File: config.mk
export PLATFORM = sky130hd
export DESIGN_NAME = contador_tiros_multi_flat
export DESIGN_NICKNAME = d
export VERILOG_FILES = /design/src/rtl/contador_tiros_pkg.sv /design/src/rtl/contador_tiros_multi_if.sv /design/src/rtl/contador_tiros_canal.sv /design/src/rtl/contador_tiros_multi.sv /design/src/flat_wrapper.sv
export SDC_FILE = /design/constraint.sdc
export NUM_CORES = 1
export LEC_CHECK = 0
export ABC_AREA = 0
export CAP_MARGIN = 20
export CORE_ASPECT_RATIO = 0.6
export CORE_MARGIN = 2
export CORE_UTILIZATION = 25
export DETAILED_ROUTE_END_ITERATION = 10
export HOLD_SLACK_MARGIN = 0.06
export PLACE_DENSITY_LB_ADDON = 0.12
export SLEW_MARGIN = 20
export SYNTH_ARGS = -nofsm -noshare
export SYNTH_HDL_FRONTEND = slang
export SYNTH_SLANG_ARGS = --single-unit
File: constraint.sdc
create_clock -name clk_i -period 1.8 [get_ports clk_i]
set_clock_uncertainty 0.05 [all_clocks]
set_input_delay 0.27 -clock clk_i [delete_from_list [all_inputs] [get_ports clk_i]]
set_output_delay 0.27 -clock clk_i [all_outputs]
set_load 0.05 [all_outputs]
File: src/rtl/contador_tiros_pkg.sv
// contador_tiros_pkg -- shared definitions for the multi-channel throw counter.
//   estado_t     : per-channel FSM state
//   CANALES_DEF  : default number of channels
//   ANCHO_DEF    : default counter width
//   valor_reset(): reset count 2^(ancho-1)
package contador_tiros_pkg;

  localparam int unsigned CANALES_DEF = 4;
  localparam int unsigned ANCHO_DEF   = 6;

  typedef enum logic [1:0] {
    CONTANDO  = 2'd0,
    CARGANDO  = 2'd1,
    TERMINADO = 2'd2
  } estado_t;

  function automatic logic [15:0] valor_reset(input int unsigned ancho);
    logic [15:0] v;
    v = '0;
    v[ancho-1] = 1'b1;
    return v;
  endfunction

endpackage

File: src/rtl/contador_tiros_multi_if.sv
// contador_tiros_multi_if -- control/status bundle of contador_tiros_multi.
//   clk_en_i      : shared decrement-tick enable
//   iniciar_i     : per-channel load/spin request (level)
//   decrementar_i : per-channel decrement request
//   autorecarga_i : per-channel auto-reload enable (CONTADOR_TIROS_AUTORECARGA_EN only)
//   cuenta_o      : packed counts, channel k at [k*ANCHO +: ANCHO]
//   done_o        : per-channel count==0
//   fin_o         : per-channel one-cycle pulse on 1->0
//   todos_done_o  : AND of done_o
// Modports: master drives requests, slave is the counter block.
interface contador_tiros_multi_if #(
  parameter int unsigned CANALES = 4,
  parameter int unsigned ANCHO   = 6
) ();

  logic                       clk_en_i;
  logic [CANALES-1:0]         iniciar_i;
  logic [CANALES-1:0]         decrementar_i;
`ifdef CONTADOR_TIROS_AUTORECARGA_EN
  logic [CANALES-1:0]         autorecarga_i;
`endif
  logic [CANALES*ANCHO-1:0]   cuenta_o;
  logic [CANALES-1:0]         done_o;
  logic [CANALES-1:0]         fin_o;
  logic                       todos_done_o;

  modport master (
    output clk_en_i, iniciar_i, decrementar_i,
`ifdef CONTADOR_TIROS_AUTORECARGA_EN
    output autorecarga_i,
`endif
    input  cuenta_o, done_o, fin_o, todos_done_o
  );

  modport slave (
    input  clk_en_i, iniciar_i, decrementar_i,
`ifdef CONTADOR_TIROS_AUTORECARGA_EN
    input  autorecarga_i,
`endif
    output cuenta_o, done_o, fin_o, todos_done_o
  );

endinterface

File: src/rtl/contador_tiros_canal.sv
// contador_tiros_canal -- one throw-counter channel.
//   clk_i, rst_i   : clock, async active-high reset (already release-synchronised)
//   clk_en_i       : decrement-tick enable
//   iniciar_i      : load/spin request, has priority over decrement
//   decrementar_i  : decrement request
//   autorecarga_i  : reload from TERMINADO (only with CONTADOR_TIROS_AUTORECARGA_EN)
//   cuenta_o       : registered count
//   done_o         : count==0, decoded from the register
//   fin_o          : one-cycle pulse after the decrement that reaches 0
module contador_tiros_canal
  import contador_tiros_pkg::*;
#(
  parameter int unsigned ANCHO = ANCHO_DEF
) (
  input  logic             clk_i,
  input  logic             rst_i,
  input  logic             clk_en_i,
  input  logic             iniciar_i,
  input  logic             decrementar_i,
`ifdef CONTADOR_TIROS_AUTORECARGA_EN
  input  logic             autorecarga_i,
`endif
  output logic [ANCHO-1:0] cuenta_o,
  output logic             done_o,
  output logic             fin_o
);

  localparam logic [15:0]      RST_FULL = valor_reset(ANCHO);
  localparam logic [ANCHO-1:0] CNT_RST  = RST_FULL[ANCHO-1:0];

  estado_t          estado_q, estado_d;
  logic [ANCHO-1:0] cuenta_q, cuenta_d;
  logic             fin_q, fin_d;
  logic [ANCHO-2:0] bajo_inc;
`ifdef CONTADOR_TIROS_AUTORECARGA_EN
  logic [ANCHO-1:0] captura_q, captura_d;
`endif

  assign bajo_inc = cuenta_q[ANCHO-2:0] + (ANCHO-1)'(1);

  always_ff @(posedge clk_i or posedge rst_i) begin
    if (rst_i) begin
      estado_q  <= CONTANDO;
      cuenta_q  <= CNT_RST;
      fin_q     <= 1'b0;
`ifdef CONTADOR_TIROS_AUTORECARGA_EN
      captura_q <= CNT_RST;
`endif
    end else begin
      estado_q  <= estado_d;
      cuenta_q  <= cuenta_d;
      fin_q     <= fin_d;
`ifdef CONTADOR_TIROS_AUTORECARGA_EN
      captura_q <= captura_d;
`endif
    end
  end

  always_comb begin
    estado_d  = estado_q;
    cuenta_d  = cuenta_q;
    fin_d     = 1'b0;
`ifdef CONTADOR_TIROS_AUTORECARGA_EN
    captura_d = captura_q;
`endif
    if (iniciar_i) begin
      // Every edge with iniciar_i high spins, including the one that enters
      // CARGANDO, so N held edges add N to the low bits.
      estado_d = CARGANDO;
      cuenta_d = {1'b1, bajo_inc};
    end else begin
      unique case (estado_q)
        CARGANDO: begin
          estado_d  = CONTANDO;
`ifdef CONTADOR_TIROS_AUTORECARGA_EN
          captura_d = cuenta_q;
`endif
        end
        CONTANDO: begin
          if (clk_en_i && decrementar_i && (cuenta_q != '0)) begin
            cuenta_d = cuenta_q - ANCHO'(1);
            if (cuenta_q == ANCHO'(1)) begin
              estado_d = TERMINADO;
              fin_d    = 1'b1;
            end
          end
        end
        TERMINADO: begin
`ifdef CONTADOR_TIROS_AUTORECARGA_EN
          if (autorecarga_i && clk_en_i) begin
            estado_d = CONTANDO;
            cuenta_d = captura_q;
          end
`endif
        end
        default: estado_d = CONTANDO;
      endcase
    end
  end

  assign cuenta_o = cuenta_q;
  assign done_o   = (cuenta_q == '0);
  assign fin_o    = fin_q;

endmodule

File: src/rtl/contador_tiros_multi.sv
// contador_tiros_multi -- CANALES independent throw counters of ANCHO bits.
//   clk_i : system clock
//   rst_i : async active-high reset; assertion is immediate, release is
//           synchronised to clk_i
//   bus   : contador_tiros_multi_if.slave (requests in, counts/status out)
// Optional feature: define CONTADOR_TIROS_AUTORECARGA_EN for per-channel
// auto-reload from TERMINADO.
module contador_tiros_multi
  import contador_tiros_pkg::*;
#(
  parameter int unsigned CANALES = CANALES_DEF,
  parameter int unsigned ANCHO   = ANCHO_DEF
) (
  input  logic                  clk_i,
  input  logic                  rst_i,
  contador_tiros_multi_if.slave bus
);

  logic [1:0]               rst_sync_q;
  logic                     rst_int;
  logic [CANALES*ANCHO-1:0] cuenta_v;
  logic [CANALES-1:0]       done_v;
  logic [CANALES-1:0]       fin_v;

  always_ff @(posedge clk_i or posedge rst_i) begin
    if (rst_i) rst_sync_q <= '1;
    else       rst_sync_q <= {rst_sync_q[0], 1'b0};
  end

  assign rst_int = rst_sync_q[1];

  for (genvar k = 0; k < CANALES; k++) begin : g_canal
    contador_tiros_canal #(
      .ANCHO(ANCHO)
    ) u_canal (
      .clk_i         (clk_i),
      .rst_i         (rst_int),
      .clk_en_i      (bus.clk_en_i),
      .iniciar_i     (bus.iniciar_i[k]),
      .decrementar_i (bus.decrementar_i[k]),
`ifdef CONTADOR_TIROS_AUTORECARGA_EN
      .autorecarga_i (bus.autorecarga_i[k]),
`endif
      .cuenta_o      (cuenta_v[k*ANCHO +: ANCHO]),
      .done_o        (done_v[k]),
      .fin_o         (fin_v[k])
    );
  end

  assign bus.cuenta_o     = cuenta_v;
  assign bus.done_o       = done_v;
  assign bus.fin_o        = fin_v;
  assign bus.todos_done_o = &done_v;

endmodule

File: src/flat_wrapper.sv
// flat-port wrapper written by rule: the top's interface ports become plain ports
module contador_tiros_multi_flat import contador_tiros_pkg::*;
#(
  parameter int unsigned CANALES = CANALES_DEF,
  parameter int unsigned ANCHO   = ANCHO_DEF
)
  (clk_i, rst_i, bus_clk_en_i, bus_iniciar_i, bus_decrementar_i, bus_cuenta_o, bus_done_o, bus_fin_o, bus_todos_done_o);
  contador_tiros_multi_if #(.CANALES(CANALES), .ANCHO(ANCHO)) bus_i ();
  input  logic clk_i;
  input  logic rst_i;
  input wire logic [$bits(bus_i.clk_en_i)-1:0] bus_clk_en_i;
  input wire logic [$bits(bus_i.iniciar_i)-1:0] bus_iniciar_i;
  input wire logic [$bits(bus_i.decrementar_i)-1:0] bus_decrementar_i;
  output wire logic [$bits(bus_i.cuenta_o)-1:0] bus_cuenta_o;
  output wire logic [$bits(bus_i.done_o)-1:0] bus_done_o;
  output wire logic [$bits(bus_i.fin_o)-1:0] bus_fin_o;
  output wire logic [$bits(bus_i.todos_done_o)-1:0] bus_todos_done_o;
  assign bus_i.clk_en_i = bus_clk_en_i;
  assign bus_i.iniciar_i = bus_iniciar_i;
  assign bus_i.decrementar_i = bus_decrementar_i;
  assign bus_cuenta_o = bus_i.cuenta_o;
  assign bus_done_o = bus_i.done_o;
  assign bus_fin_o = bus_i.fin_o;
  assign bus_todos_done_o = bus_i.todos_done_o;
  contador_tiros_multi #(.CANALES(CANALES), .ANCHO(ANCHO)) u_core (.clk_i(clk_i), .rst_i(rst_i), .bus(bus_i));
endmodule
==> impl_metrics.env, run 1 <==
export IMPL_die_h_um=76.2
export IMPL_grt_overflow_total=0
export IMPL_status="finished, violations left"
export IMPL_hpwl_mm=4.03
export IMPL_fillers=836
export IMPL_start_kind="flop"
export IMPL_routedWlPerCell_um=13.6
export IMPL_syn_area_per_cell_um2=10.1
export IMPL_grt_pass1_wl_mm=9.29
export IMPL_synth_ff_latch_count=38
export IMPL_syn_area_mm2=0.00217
export IMPL_netlist_instances=214
export IMPL_crit_arrival_ns=1.62
export IMPL_ios=44
export IMPL_fin_crit_sh_pct=108
export IMPL_finalMaxSlewViolations=0
export IMPL_pre_cts_ws_ns=-0.271
export IMPL_root_buffer="clkbuf_16"
export IMPL_grt_busiest_layer="met1"
export IMPL_grt_pass1_vias=1803
export IMPL_gp_congestion=0.768
export IMPL_p_per_area_mw_per_mm2=1550
export IMPL_cts_tree="built"
export IMPL_clock_sinks=38
export IMPL_reg2reg_slack_ns=0.01
export IMPL_syn_to_final_growth_pct=53.1
export IMPL_clkPwrFrac_pct=17.4
export IMPL_yosysWarningCount=0
export IMPL_tns_ns=-0.157
export IMPL_ant_nets=0
export IMPL_antenna_found_initial=0
export IMPL_worst_hold_slack_ns=0.270
export IMPL_route_detailed_drc=0
export IMPL_pwr_share_comb_pct=55.8
export IMPL_rows=26
export IMPL_critPathMaxFanout=2
export IMPL_hold_violations=0
export IMPL_antenna_cells=0
export IMPL_synth_edff_count=0
export IMPL_rsz0062_at_grt="yes"
export IMPL_start_util_pct=25.7
export IMPL_total_power_w=0.00515
export IMPL_cts_htree_levels=2
export IMPL_cp_startpoint="u_core.g_canal[1].u_canal.cuenta_o[2]$_DFFE_PP0P_"
export IMPL_postLayoutSetupSlackWorst_ns=-0.135
export IMPL_grt_use_met3_pct=3.72
export IMPL_grt_use_total_pct=12.2
export IMPL_final_nets=313
export IMPL_path_class="reg2out"
export IMPL_vias_per_cell=4.54
export IMPL_r2r_end="u_core.g_canal[1].u_canal.cuenta_o[5]$_DFFE_PP1P_"
export IMPL_switching_share_pct=45.6
export IMPL_worst_skew_pair_late_latency_ns=0.28
export IMPL_fin_cells=403
export IMPL_ys_flop_type="dfrtp_1"
export IMPL_end_kind="primary output"
export IMPL_min_path_type="in2async"
export IMPL_switchingPower_w=0.00235
export IMPL_hold_buffers=0
export IMPL_worstReg2RegStart="u_core.g_canal[1].u_canal.cuenta_o[5]$_DFFE_PP1P_"
export IMPL_violations="negative setup slack"
export IMPL_drt_initial_drc_count=59
export IMPL_p_int_w=0.00280
export IMPL_ir_drop_v=0.000694
export IMPL_leakagePower_nw=1.44
export IMPL_endpoint="bus_todos_done_o"
export IMPL_clk_pin_slew_ns=0.06
export IMPL_die_w_um=124
export IMPL_ys_seq_area_share_pct=44.1
export IMPL_dieArea_mm2=0.00947
export IMPL_seq_power_share_pct=26.8
export IMPL_clockBufferDepth=2
export IMPL_worstPathRequired_ns=1.48
export IMPL_async_flop_share_pct=100
export IMPL_place_port_buffers=43
export IMPL_cts_buffers=5
export IMPL_syn_num_nets=237
export IMPL_max_clock_freq_mhz=517
export IMPL_grt_max_degree=37
export IMPL_max_cap_violations=0
export IMPL_gr_usage_met2_pct=17.5
export IMPL_dp_cells=387
export IMPL_routed_wirelength_mm=5.48
export IMPL_synth_distinct_cells=54
export IMPL_drive_gt1_share_pct=45.4
export IMPL_fin_crit_ns=1.94
export IMPL_setup_violations=2
export IMPL_core_area_mm2=0.00846
export IMPL_vias=1829
export IMPL_reg2reg_depth=5
export IMPL_dr_pass1_iters=4
export IMPL_grt_use_met1_pct=17.9
metal layers:
metal	vias up	wire [um]
li1	907	-
met3	5	236
met5	-	0
met1	886	2840
met2	31	2370
met4	0	38
logic make-up (layout without fill, tap and decap cells):
group           Yosys count  after routing  share of synthesized area, %
xor+xnor                 13             13                          5.24
fa+ha+maj                12             12                          6.91
buf+inv                  31            108                          6.80
simple gates             82             82                          22.8
other cells               1              1                         0.173
mux                       3              3                          1.44
flops                    38             38                          44.1
compound gates           34             34                          12.5
power by group through the flow:
stage	registers (W)	clock network, W	logic (W)
floorplan	0.00229	0	0.000891
global placement	0.00140	0	0.00275
detailed placement	0.00140	0	0.00277
CTS	0.00139	0.000935	0.00279
global route	0.00142	0.000973	0.00310
finish	0.00138	0.000897	0.00287
cell usage in the layout, fill, tap and decap left out, types with 8 or more instances in the layout:
| cell | instances |
|---|---|
| inv_1 | 9 |
| buf_12 | 10 |
| dfrtp_2 | 12 |
| ha_1 | 8 |
| buf_4 | 63 |
| nand2_1 | 15 |
| nor2_1 | 17 |
| xnor2_1 | 12 |
| clkdlybuf4s50_1 | 11 |
| dfrtp_1 | 20 |
registers in the layout, indices dropped and copies added (netlist names):
register and count:
u_core.g_canal.u_canal.cuenta_o 24, u_core.g_canal.u_canal.estado_q 8, u_core.g_canal.u_canal.fin_o 4, u_core.rst_sync_q 2
through the flow:
step                      util (%)  cell area, um^2
after floorplan                  -             2250
after global placement        35.9             3040
after detailed placement      35.9             3040
after CTS                     38.1             3220
after global routing          39.3             3330
final                         39.3             3330
worst max-delay path, cell delays in order, from the launching register on:
cell	delay, ns
dfrtp_2	0.42
nor4_4	0.35
and2_4	0.21
and4_4	0.22
buf_12	0.13
how the worst min path moves through the flow:
stage	startpoint	to
finish	rst_i	u_core.rst_sync_q[1]$_DFF_PP1_
global route	rst_i	u_core.rst_sync_q[1]$_DFF_PP1_
CTS	rst_i	u_core.rst_sync_q[1]$_DFF_PP1_
detailed placement	u_core.rst_sync_q[0]$_DFF_PP1_	u_core.rst_sync_q[1]$_DFF_PP1_
global placement	u_core.rst_sync_q[0]$_DFF_PP1_	u_core.rst_sync_q[1]$_DFF_PP1_
floorplan	rst_i	u_core.rst_sync_q[0]$_DFF_PP1_
area by class of cell:
class / instances / area (um^2) / share of cell area, %
multi-input cells: 145 / 1190 / 35.7
flip-flops and latches: 38 / 977 / 29.4
repair buffers: 88 / 830 / 24.9
clock buffers: 7 / 143 / 4.29
well taps: 112 / 140 / 4.21
inverters: 12 / 45.0 / 1.35
clock inverters: 1 / 5.00 / 0.150
synthesized netlist by cell type, types with 4 or more instances:
library cell  number  area (um^2)
dfrtp_1           32          801
nor2_1            17         63.8
nand2_1           16         60.1
ha_1              12          150
inv_1             12         45.0
xnor2_1           12          105
clkbuf_1          10         37.5
buf_4              8         60.1
nor3_1             7         35.0
dfstp_2            6          158
a21oi_1            5         25.0
and2_1             5         31.3
nand4_1            5         31.3
nor2b_1            5         31.3
nor4_1             4         25.0
o21ai_0            4         20.0
repair_timing:
action                                 4_1_cts  5_1_grt
setup endpoints to repair                    5       10
resized for setup                            5       13
pin swaps                                    7        6
buffers inserted                             3        6
cloned                                       0        0
endpoints found under the hold margin        0        0
Power figures use the tool's default switching activity.
==> run 2: changes to the inputs <==
- CORE_UTILIZATION: 25 -> 35
==> run 2 against run 1 <==
  * The run still ends with negative setup slack left
  * Sequential share of layout area up 1.2 points
  * Global-route usage up 4.6 points
  * Non-clock buffer count is 3 lower
  * Sequential power about the same
  * Clock power shrank 16%
  * Final cell count down 7.7%
  * Setup slack better by 0.0036 ns
  * Utilization grew 14 points
  * Fmax up 0.19%
  * Largest cell class unchanged
  * Clock-buffer cell count decreased by 2
  * Die area decreased by 27%
  * Combinational power decreased by 3%
  * Highest routed layer unchanged
==> impl_metrics.env, run 2 (synthesized netlist as in run 1, its figures left out) <==
export IMPL_syn_to_final_growth_pct=47.5
export IMPL_layout_commonest_cell="buf_4"
export IMPL_start_kind="flop"
export IMPL_fin_crit_sh_pct=107
export IMPL_clock_sinks=38
export IMPL_die_w_um=106
export IMPL_rsz0062_at_grt="yes"
export IMPL_worstPathRequired_ns=1.48
export IMPL_grt_overflow_total=0
export IMPL_dp_cells=358
export IMPL_final_nets=310
export IMPL_core_area_mm2=0.00606
export IMPL_stdcell_area_mm2=0.00320
export IMPL_rows=22
export IMPL_end_kind="primary output"
export IMPL_switching_share_pct=47.1
export IMPL_path_class="reg2out"
export IMPL_fin_cells=372
export IMPL_path_cells="nor4_4, and2_4, and4_4, buf_12"
export IMPL_ff_latch_area_um2=978
export IMPL_worst_skew_pair_late_latency_ns=0.30
export IMPL_largest_reg_flops=24
export IMPL_grt_pass1_wl_mm=8.93
export IMPL_drt_initial_drc_count=62
export IMPL_p_int_w=0.00260
export IMPL_routed_wirelength_mm=5.16
export IMPL_place_area_mm2=0.00300
export IMPL_fin_crit_ns=1.93
export IMPL_crit_path_max_incr_delay_ns=0.43
export IMPL_pwr_share_comb_pct=56.2
export IMPL_fillers=592
export IMPL_grt_pass1_vias=1755
export IMPL_route_detailed_drc=0
export IMPL_max_cap_violations=0
export IMPL_drive_gt1_share_pct=43.8
export IMPL_reg2reg_depth=5
export IMPL_total_power_w=0.00492
export IMPL_start_util_pct=35.9
export IMPL_cts_htree_levels=2
export IMPL_dr_pass1_iters=4
export IMPL_finalMaxSlewViolations=0
export IMPL_min_path_type="in2async"
export IMPL_gp_congestion=0.778
export IMPL_seq_power_share_pct=28.5
export IMPL_clockBufferDepth=2
export IMPL_leakagePower_nw=1.37
export IMPL_final_cell_mix="buf_4 (59), dfrtp_1 (19), nor2_1 (17), nand2_1 (16), dfrtp_2 (13)"
export IMPL_routedWlPerCell_um=13.9
export IMPL_r2r_end="u_core.g_canal[1].u_canal.cuenta_o[3]$_DFFE_PP0P_"
export IMPL_cts_buffers=5
export IMPL_clkPwrFrac_pct=15.2
export IMPL_antenna_cells=0
export IMPL_hold_violations=0
export IMPL_grt_use_total_pct=16.8
export IMPL_ios=44
export IMPL_worstReg2RegStart="u_core.g_canal[1].u_canal.cuenta_o[5]$_DFFE_PP1P_"
export IMPL_ant_nets=0
export IMPL_grt_max_degree=37
export IMPL_setup_violations=2
export IMPL_max_clock_freq_mhz=518
export IMPL_postLayoutSetupSlackWorst_ns=-0.131
export IMPL_ir_drop_v=0.000850
export IMPL_die_h_um=65.0
export IMPL_dieArea_mm2=0.00687
export IMPL_p_per_area_mw_per_mm2=1540
export IMPL_cp_slowest_cell="dfrtp_2"
export IMPL_worst_hold_slack_ns=0.246
export IMPL_clk_pin_slew_ns=0.08
export IMPL_vias_per_cell=4.80
export IMPL_critPathMaxFanout=2
export IMPL_multi_input_area_mm2=0.00115
export IMPL_switchingPower_w=0.00232
export IMPL_violations="negative setup slack"
export IMPL_antenna_found_initial=0
export IMPL_place_port_buffers=43
export IMPL_vias=1787
export IMPL_reg2reg_slack_ns=0
export IMPL_root_buffer="clkbuf_8"
export IMPL_crit_arrival_ns=1.61
export IMPL_status="finished, violations left"
export IMPL_cts_tree="built"
export IMPL_hpwl_mm=3.81
[run 2: cell count changes in the layout (fill, tap and decap cells not counted), moves of 2 or more]
cell        change
buf_4           -4
clkbuf_16       -5
clkbuf_8        +4
clkinvlp_4      +2
[run 2: power groups by stage]
stage | Combinational [W] | Sequential (W) | Clock (W)
after floorplan | 0.000891 | 0.00229 | 0
after global placement | 0.00268 | 0.00142 | 0
after detailed placement | 0.00271 | 0.00143 | 0
after CTS | 0.00274 | 0.00141 | 0.000771
after global routing | 0.00299 | 0.00144 | 0.000816
final | 0.00277 | 0.00140 | 0.000750
[run 2: layout make-up]
| cell class | count | area share [%] |
|---|---|---|
| clock buffers | 5 | 2.15 |
| repair buffers | 85 | 25.3 |
| inverters | 12 | 1.41 |
| multi-input cells | 145 | 35.9 |
| well taps | 84 | 3.28 |
| clock inverters | 3 | 1.41 |
| flip-flops and latches | 38 | 30.5 |
[run 2: metal layers]
layer | up-vias | GRT usage, % | part of all wire [%]
met4 | 0 | 4.93 | 1.2
met1 | 848 | 25.6 | 54
met5 | - | 0 | 0
met2 | 36 | 23.1 | 41
met3 | 7 | 4.02 | 4.3
li1 | 896 | - | -
[run 2: metrics by stage]
stage               setup TNS (ns)  worst slack, ns  utilization, %
global placement             -2.51           -0.253            49.5
global route                -0.595           -0.199            52.9
detailed placement           -2.98           -0.271            49.5
CTS                         -0.335           -0.183            52.4
floorplan                  -0.0415          -0.0415               -
finish                      -0.232           -0.131            52.9
[run 2: worst max path at each step]
| stage | startpoint | end | slack (ns) | depth (start not counted) |
|---|---|---|---|---|
| floorplan | u_core.g_canal[2].u_canal.cuenta_o[2]$_DFFE_PP0P_ | bus_todos_done_o | -0.04 | 4 |
| global placement | bus_clk_en_i | u_core.g_canal[1].u_canal.cuenta_o[3]$_DFFE_PP0P_ | -0.25 | 5 |
| detailed placement | bus_clk_en_i | u_core.g_canal[1].u_canal.cuenta_o[3]$_DFFE_PP0P_ | -0.27 | 5 |
| CTS | u_core.g_canal[1].u_canal.cuenta_o[5]$_DFFE_PP1P_ | bus_todos_done_o | -0.18 | 4 |
| global route | u_core.g_canal[1].u_canal.cuenta_o[2]$_DFFE_PP0P_ | bus_todos_done_o | -0.20 | 4 |
| finish | u_core.g_canal[1].u_canal.cuenta_o[2]$_DFFE_PP0P_ | bus_todos_done_o | -0.13 | 4 |
[run 2: timing repair]
action | in CTS | in global routing
hold buffers | 0 | 0
gates cloned | 0 | 0
setup endpoints to repair | 5 | 11
setup buffers | 4 | 4
pin swaps | 6 | 6
resized for setup | 7 | 8
[run 2: worst max-delay path: cells and delay by family, from the launching register on]
family                 cells  cell delay, ns
buffers and inverters      1            0.13
AND/OR/NAND/NOR            3            0.75
flip-flops                 1            0.43
